### config.mk
export PLATFORM = sky130hd
export DESIGN_NAME = counter_monitor
export DESIGN_NICKNAME = d
export VERILOG_FILES = /design/src/rtl/counter_monitor.sv
export SDC_FILE = /design/constraint.sdc
export NUM_CORES = 1
export LEC_CHECK = 0
export CAP_MARGIN = 20
export CORE_ASPECT_RATIO = 1.4
export CORE_UTILIZATION = 29
export CTS_CLUSTER_DIAMETER = 150
export DETAILED_ROUTE_END_ITERATION = 7
export PLACE_DENSITY = 0.5
export SYNTH_ARGS = -nofsm -noshare
export SYNTH_HDL_FRONTEND = slang
export SYNTH_SLANG_ARGS = --single-unit
### constraint.sdc
create_clock -name clk -period 6.4 [get_ports clk]
set_clock_uncertainty 0.05 [all_clocks]
set_input_delay 1.92 -clock clk [delete_from_list [all_inputs] [get_ports clk]]
set_output_delay 1.92 -clock clk [all_outputs]
set_load 0.005 [all_outputs]
### src/rtl/counter_monitor.sv
// Passive checker for an up-counter with load and overflow.
// It predicts count/overflow one cycle ahead and keeps saturating statistics.
module counter_monitor #(
    parameter int WIDTH       = 8,
    parameter bit STOP_ON_ERR = 1'b0
) (
    input  logic             clk,
    input  logic             rst_n,
    input  logic             enable,
    input  logic             load,
    input  logic [WIDTH-1:0] load_value,
    input  logic [WIDTH-1:0] count,
    input  logic             overflow,
    input  logic             arm,
    input  logic             clear,
    output logic             checking,
    output logic             halted,
    output logic             mismatch,
    output logic [WIDTH-1:0] exp_count,
    output logic [7:0]       err_count,
    output logic [7:0]       ovf_count,
    output logic [15:0]      chk_count,
    output logic [1:0]       dbg_state
);

    typedef enum logic [1:0] {
        S_IDLE  = 2'd0,
        S_CHECK = 2'd1,
        S_HALT  = 2'd2
    } state_t;

    localparam logic [WIDTH-1:0] ONE  = {{(WIDTH-1){1'b0}}, 1'b1};
    localparam logic [WIDTH-1:0] MAXV = {WIDTH{1'b1}};

    state_t           r_state;
    state_t           w_next_state;
    logic [WIDTH-1:0] r_exp_count;
    logic             r_exp_ovf;
    logic             r_mismatch;
    logic [7:0]       r_err_count;
    logic [7:0]       r_ovf_count;
    logic [15:0]      r_chk_count;

    logic [WIDTH-1:0] w_next_from_count;
    logic [WIDTH-1:0] w_next_from_exp;
    logic             w_wrap_from_count;
    logic             w_wrap_from_exp;
    logic             w_miss;

    // The model is applied both to the observed count (arm/resync) and to its own prediction.
    assign w_next_from_count = load ? load_value : (enable ? count + ONE : count);
    assign w_next_from_exp   = load ? load_value : (enable ? r_exp_count + ONE : r_exp_count);
    assign w_wrap_from_count = ~load & enable & (count == MAXV);
    assign w_wrap_from_exp   = ~load & enable & (r_exp_count == MAXV);
    assign w_miss            = (count != r_exp_count) || (overflow != r_exp_ovf);

    always_comb begin
        w_next_state = r_state;
        case (r_state)
            S_IDLE: begin
                if (arm) w_next_state = S_CHECK;
            end
            S_CHECK: begin
                if (w_miss && STOP_ON_ERR) w_next_state = S_HALT;
                else if (!arm)             w_next_state = S_IDLE;
            end
            S_HALT: begin
                if (clear) w_next_state = S_IDLE;
            end
            default: w_next_state = S_IDLE;
        endcase
    end

    always_ff @(posedge clk) begin
        if (!rst_n) begin
            r_state     <= S_IDLE;
            r_exp_count <= '0;
            r_exp_ovf   <= 1'b0;
            r_mismatch  <= 1'b0;
            r_err_count <= 8'd0;
            r_ovf_count <= 8'd0;
            r_chk_count <= 16'd0;
        end else begin
            r_state    <= w_next_state;
            r_mismatch <= 1'b0;
            case (r_state)
                S_IDLE: begin
                    if (arm) begin
                        r_exp_count <= w_next_from_count;
                        r_exp_ovf   <= w_wrap_from_count;
                    end
                end
                S_CHECK: begin
                    r_mismatch <= w_miss;
                    if (r_chk_count != 16'hFFFF) r_chk_count <= r_chk_count + 16'd1;
                    if (overflow && (r_ovf_count != 8'hFF)) r_ovf_count <= r_ovf_count + 8'd1;
                    if (w_miss) begin
                        r_exp_count <= w_next_from_count;
                        r_exp_ovf   <= w_wrap_from_count;
                        if (r_err_count != 8'hFF) r_err_count <= r_err_count + 8'd1;
                    end else begin
                        r_exp_count <= w_next_from_exp;
                        r_exp_ovf   <= w_wrap_from_exp;
                    end
                end
                default: ;
            endcase
            // Clear wins over any increment made on the same edge.
            if (clear) begin
                r_err_count <= 8'd0;
                r_ovf_count <= 8'd0;
                r_chk_count <= 16'd0;
            end
        end
    end

    assign checking  = (r_state == S_CHECK);
    assign halted    = (r_state == S_HALT);
    assign mismatch  = r_mismatch;
    assign exp_count = r_exp_count;
    assign err_count = r_err_count;
    assign ovf_count = r_ovf_count;
    assign chk_count = r_chk_count;
    assign dbg_state = r_state;

endmodule

==> summary.txt <==
Status: completed
Num CTS Buffers: 5
Overflow after GRT: 0
Distinct cells, synth: 42
Commonest non-fill, non-tap cell in the layout: clkdlybuf4s50_1
Core Box Area: 0.00861 mm2
DIE AREA: 0.00926 mm2
Final Max Slew Viols: 0
Worst slew pin tran: 0.744 ns
R2R setup slack: 3.88 ns
Vias in the first global route: 2480
Finished layout cell area: 0.00344 mm2
Largest net degree at the start of global routing: 31
CP cell instances: clkdlybuf4s50_1 > nor2b_1 > a2111o_1 > nor4_2 > buf_4 > mux2i_1 > o41ai_1
Synthesized area: 0.00257 mm2
CTS H-Tree Depth: 2
DR DRC count: 0
Initial antenna violation count: 0
Seq/Total Area, Yosys: 33.4%
I/O pins: 68
Die width: 81.6 um
Post-synthesis area per instance: 7.97 um2
Max VDD drop: 0.128 mV
Synth Instances: 323
Post_cts resized: 0
Slew headroom: 49.7%
Cell Pwr Density: 219 mW/mm2
WL/cell: 15.1 um
GR Util All Layers: 16.9%
Starting DRC count in detailed routing: 166
Fin cells: 485
CP endpoint kind: flop
Worst hold slack: 0.439 ns
Post-synth ARST share: 0%
Final hold vios: 0
First-pass GRT wire length: 12300 um
Via density: 5.25
Synth Flop Type: dfxtp_1
Cts hold-fix bufs: 0
Share of layout cells above drive strength 1: 3.95%
Critical path fanouts, max: 6
Worst Hold Launch: r_exp_ovf$_SDFFE_PN0P_
Critical Path AT: 4.36 ns
Reg2Reg Depth: 6
Via count: 2546
Fillers: 908
RR Endpoint: r_exp_ovf$_SDFFE_PN0P_
Root Buffer: clkbuf_16
Nets: 408
Critical path's slowest cell: nor4_2
F_max: 236 MHz
Rows: 40
Most frequent cells in the layout: clkdlybuf4s50_1, dfxtp_1, nor2_1
R2r startpoint: exp_count[7]$_SDFFE_PN0P_
Synth-to-layout area growth: 33.7%
Area post-placement: 0.00330 mm2
RSZ-0062 raised after global routing: false
CP Class: in2reg
Synth Register Bits: 43
Clock Path Buffers: 2
Ant. Diodes: 0
Final Core Density: 40.0%
Worst Hold Depth: 2
Setup tns final: 0 ns
# setup viols final: 0
ANT nets after route: 0
Clock net sink count: 43
Period utilization: 66.2%
Max Cap Viol: 0
Worst-skew pair later-pin latency: 0.28 ns
Crit-path max cell delay: 0.69 ns
Die Span Y: 113 um
Startpoint types: input port
Drt pass-1 iters: 4
Largest delay share family, worst path: simple AND/OR/NAND/NOR gates
Post-synth EDFFs: 0
Hpwl dp: 5270 um
Reg clk slew, reported paths: 0.06 ns
Syn. warnings: 0
Worst Path Required: 6.52 ns
Final min period: 4.24 ns
Initial Util: 29.9%
Post-Route WL: 7300 um
Placed cells: 477
Pleak: 1.10 nW
Buffers on Ports: 65
Hold Crit Class: reg2reg
Routability cong.: 0.840
Worst Hold Endpoint: r_exp_ovf$_SDFFE_PN0P_
Worst Path Buf+Inv: 2
Post-CTS setup buffer count: 0
TritonCTS clock tree: done
-- synth_stat cells (all sizes together), types with 2 or more instances --
library cell  instances  area share (%)
dfxtp                43              33
nor2                 38             5.5
nand3                23             4.5
a21oi                21             4.1
nand2                20             2.9
xnor2                20             6.8
clkbuf               16             2.3
nand4                16             3.9
o21ai                13             2.5
or3                  13             3.2
xor2                 13             4.4
mux2i                12             4.7
a311oi                8             3.0
inv                   8             1.2
buf                   6             1.7
ha                    6             2.9
nor3                  6             1.2
nand2b                5             1.2
nor4                  5             1.2
nor2b                 4            0.97
and2                  3            0.73
and3                  3            0.73
and4                  3             1.0
o41ai                 3             1.3
a41oi                 2            0.68
-- metrics by stage --
step                worst slack (ns)  total power [mW]
global route                    2.05             0.800
global placement                1.96             0.512
floorplan                       2.68             0.430
CTS                             2.19             0.765
finish                          2.16             0.754
detailed placement              1.91             0.513
-- sequential cells by signal (all words and copies together), names as in the netlist --
| signal | flops |
|---|---|
| exp_count | 8 |
| r_exp_ovf | 1 |
| dbg_state | 1 |
| ovf_count | 8 |
| mismatch | 1 |
| chk_count | 16 |
| err_count | 8 |
-- logic make-up (layout without fill, tap and decap cells) --
family | after synthesis | count (layout) | share of synthesized area (%)
and+or+nand+nor | 144 | 144 | 28.6
AOI/OAI and AO/OA | 53 | 53 | 13.7
DFF | 43 | 43 | 33.4
xor gates and xnor gates | 33 | 33 | 11.2
buffers and inverters | 31 | 87 | 5.35
muxes | 12 | 12 | 4.67
adders and majority gates | 6 | 6 | 2.92
other | 1 | 2 | 0.146
-- report_power, final --
group          total, mW  internal [mW]  switching, mW  leakage (nW)
registers          0.323          0.284         0.0390         0.349
logic              0.183         0.0927         0.0902         0.682
clock network      0.248          0.144          0.104        0.0669
-- per-layer routing --
layer  vias up  GRT usage [%]  routed length (um)
met5         -              0                   0
met4         0           7.02                 163
met3        11           2.80                 375
met2        80           28.5                3620
met1      1188           20.8                3140
li1       1267              -                   -
-- layout make-up --
type                    instances  area [um2]  area share (%)
clock inverters                 2        12.5           0.364
repair buffers                 70         688            20.0
inverters                       9        33.8           0.982
flip-flops and latches         43         861            25.0
clock buffers                   6         129            3.75
well taps                     105         131            3.82
multi-input cells             250        1590            46.1
-- worst max-delay path by stage --
stage	to	startpoint	slack (ns)	cells past startpoint
after CTS	r_exp_ovf$_SDFFE_PN0P_	count[0]	2.19	7
after global placement	r_exp_ovf$_SDFFE_PN0P_	count[5]	1.96	7
after detailed placement	r_exp_ovf$_SDFFE_PN0P_	count[5]	1.91	7
final	r_exp_ovf$_SDFFE_PN0P_	count[5]	2.16	7
after global routing	r_exp_ovf$_SDFFE_PN0P_	count[5]	2.05	7
after floorplan	exp_count[6]$_SDFFE_PN0P_	count[7]	2.68	7
-- worst min-delay path, stage by stage (launching register included) --
cell,delay [ns]
dfxtp_1,0.32
nand3_1,0.06
o41ai_1,0.06
No activity file was read; power rests on OpenSTA's default activity.
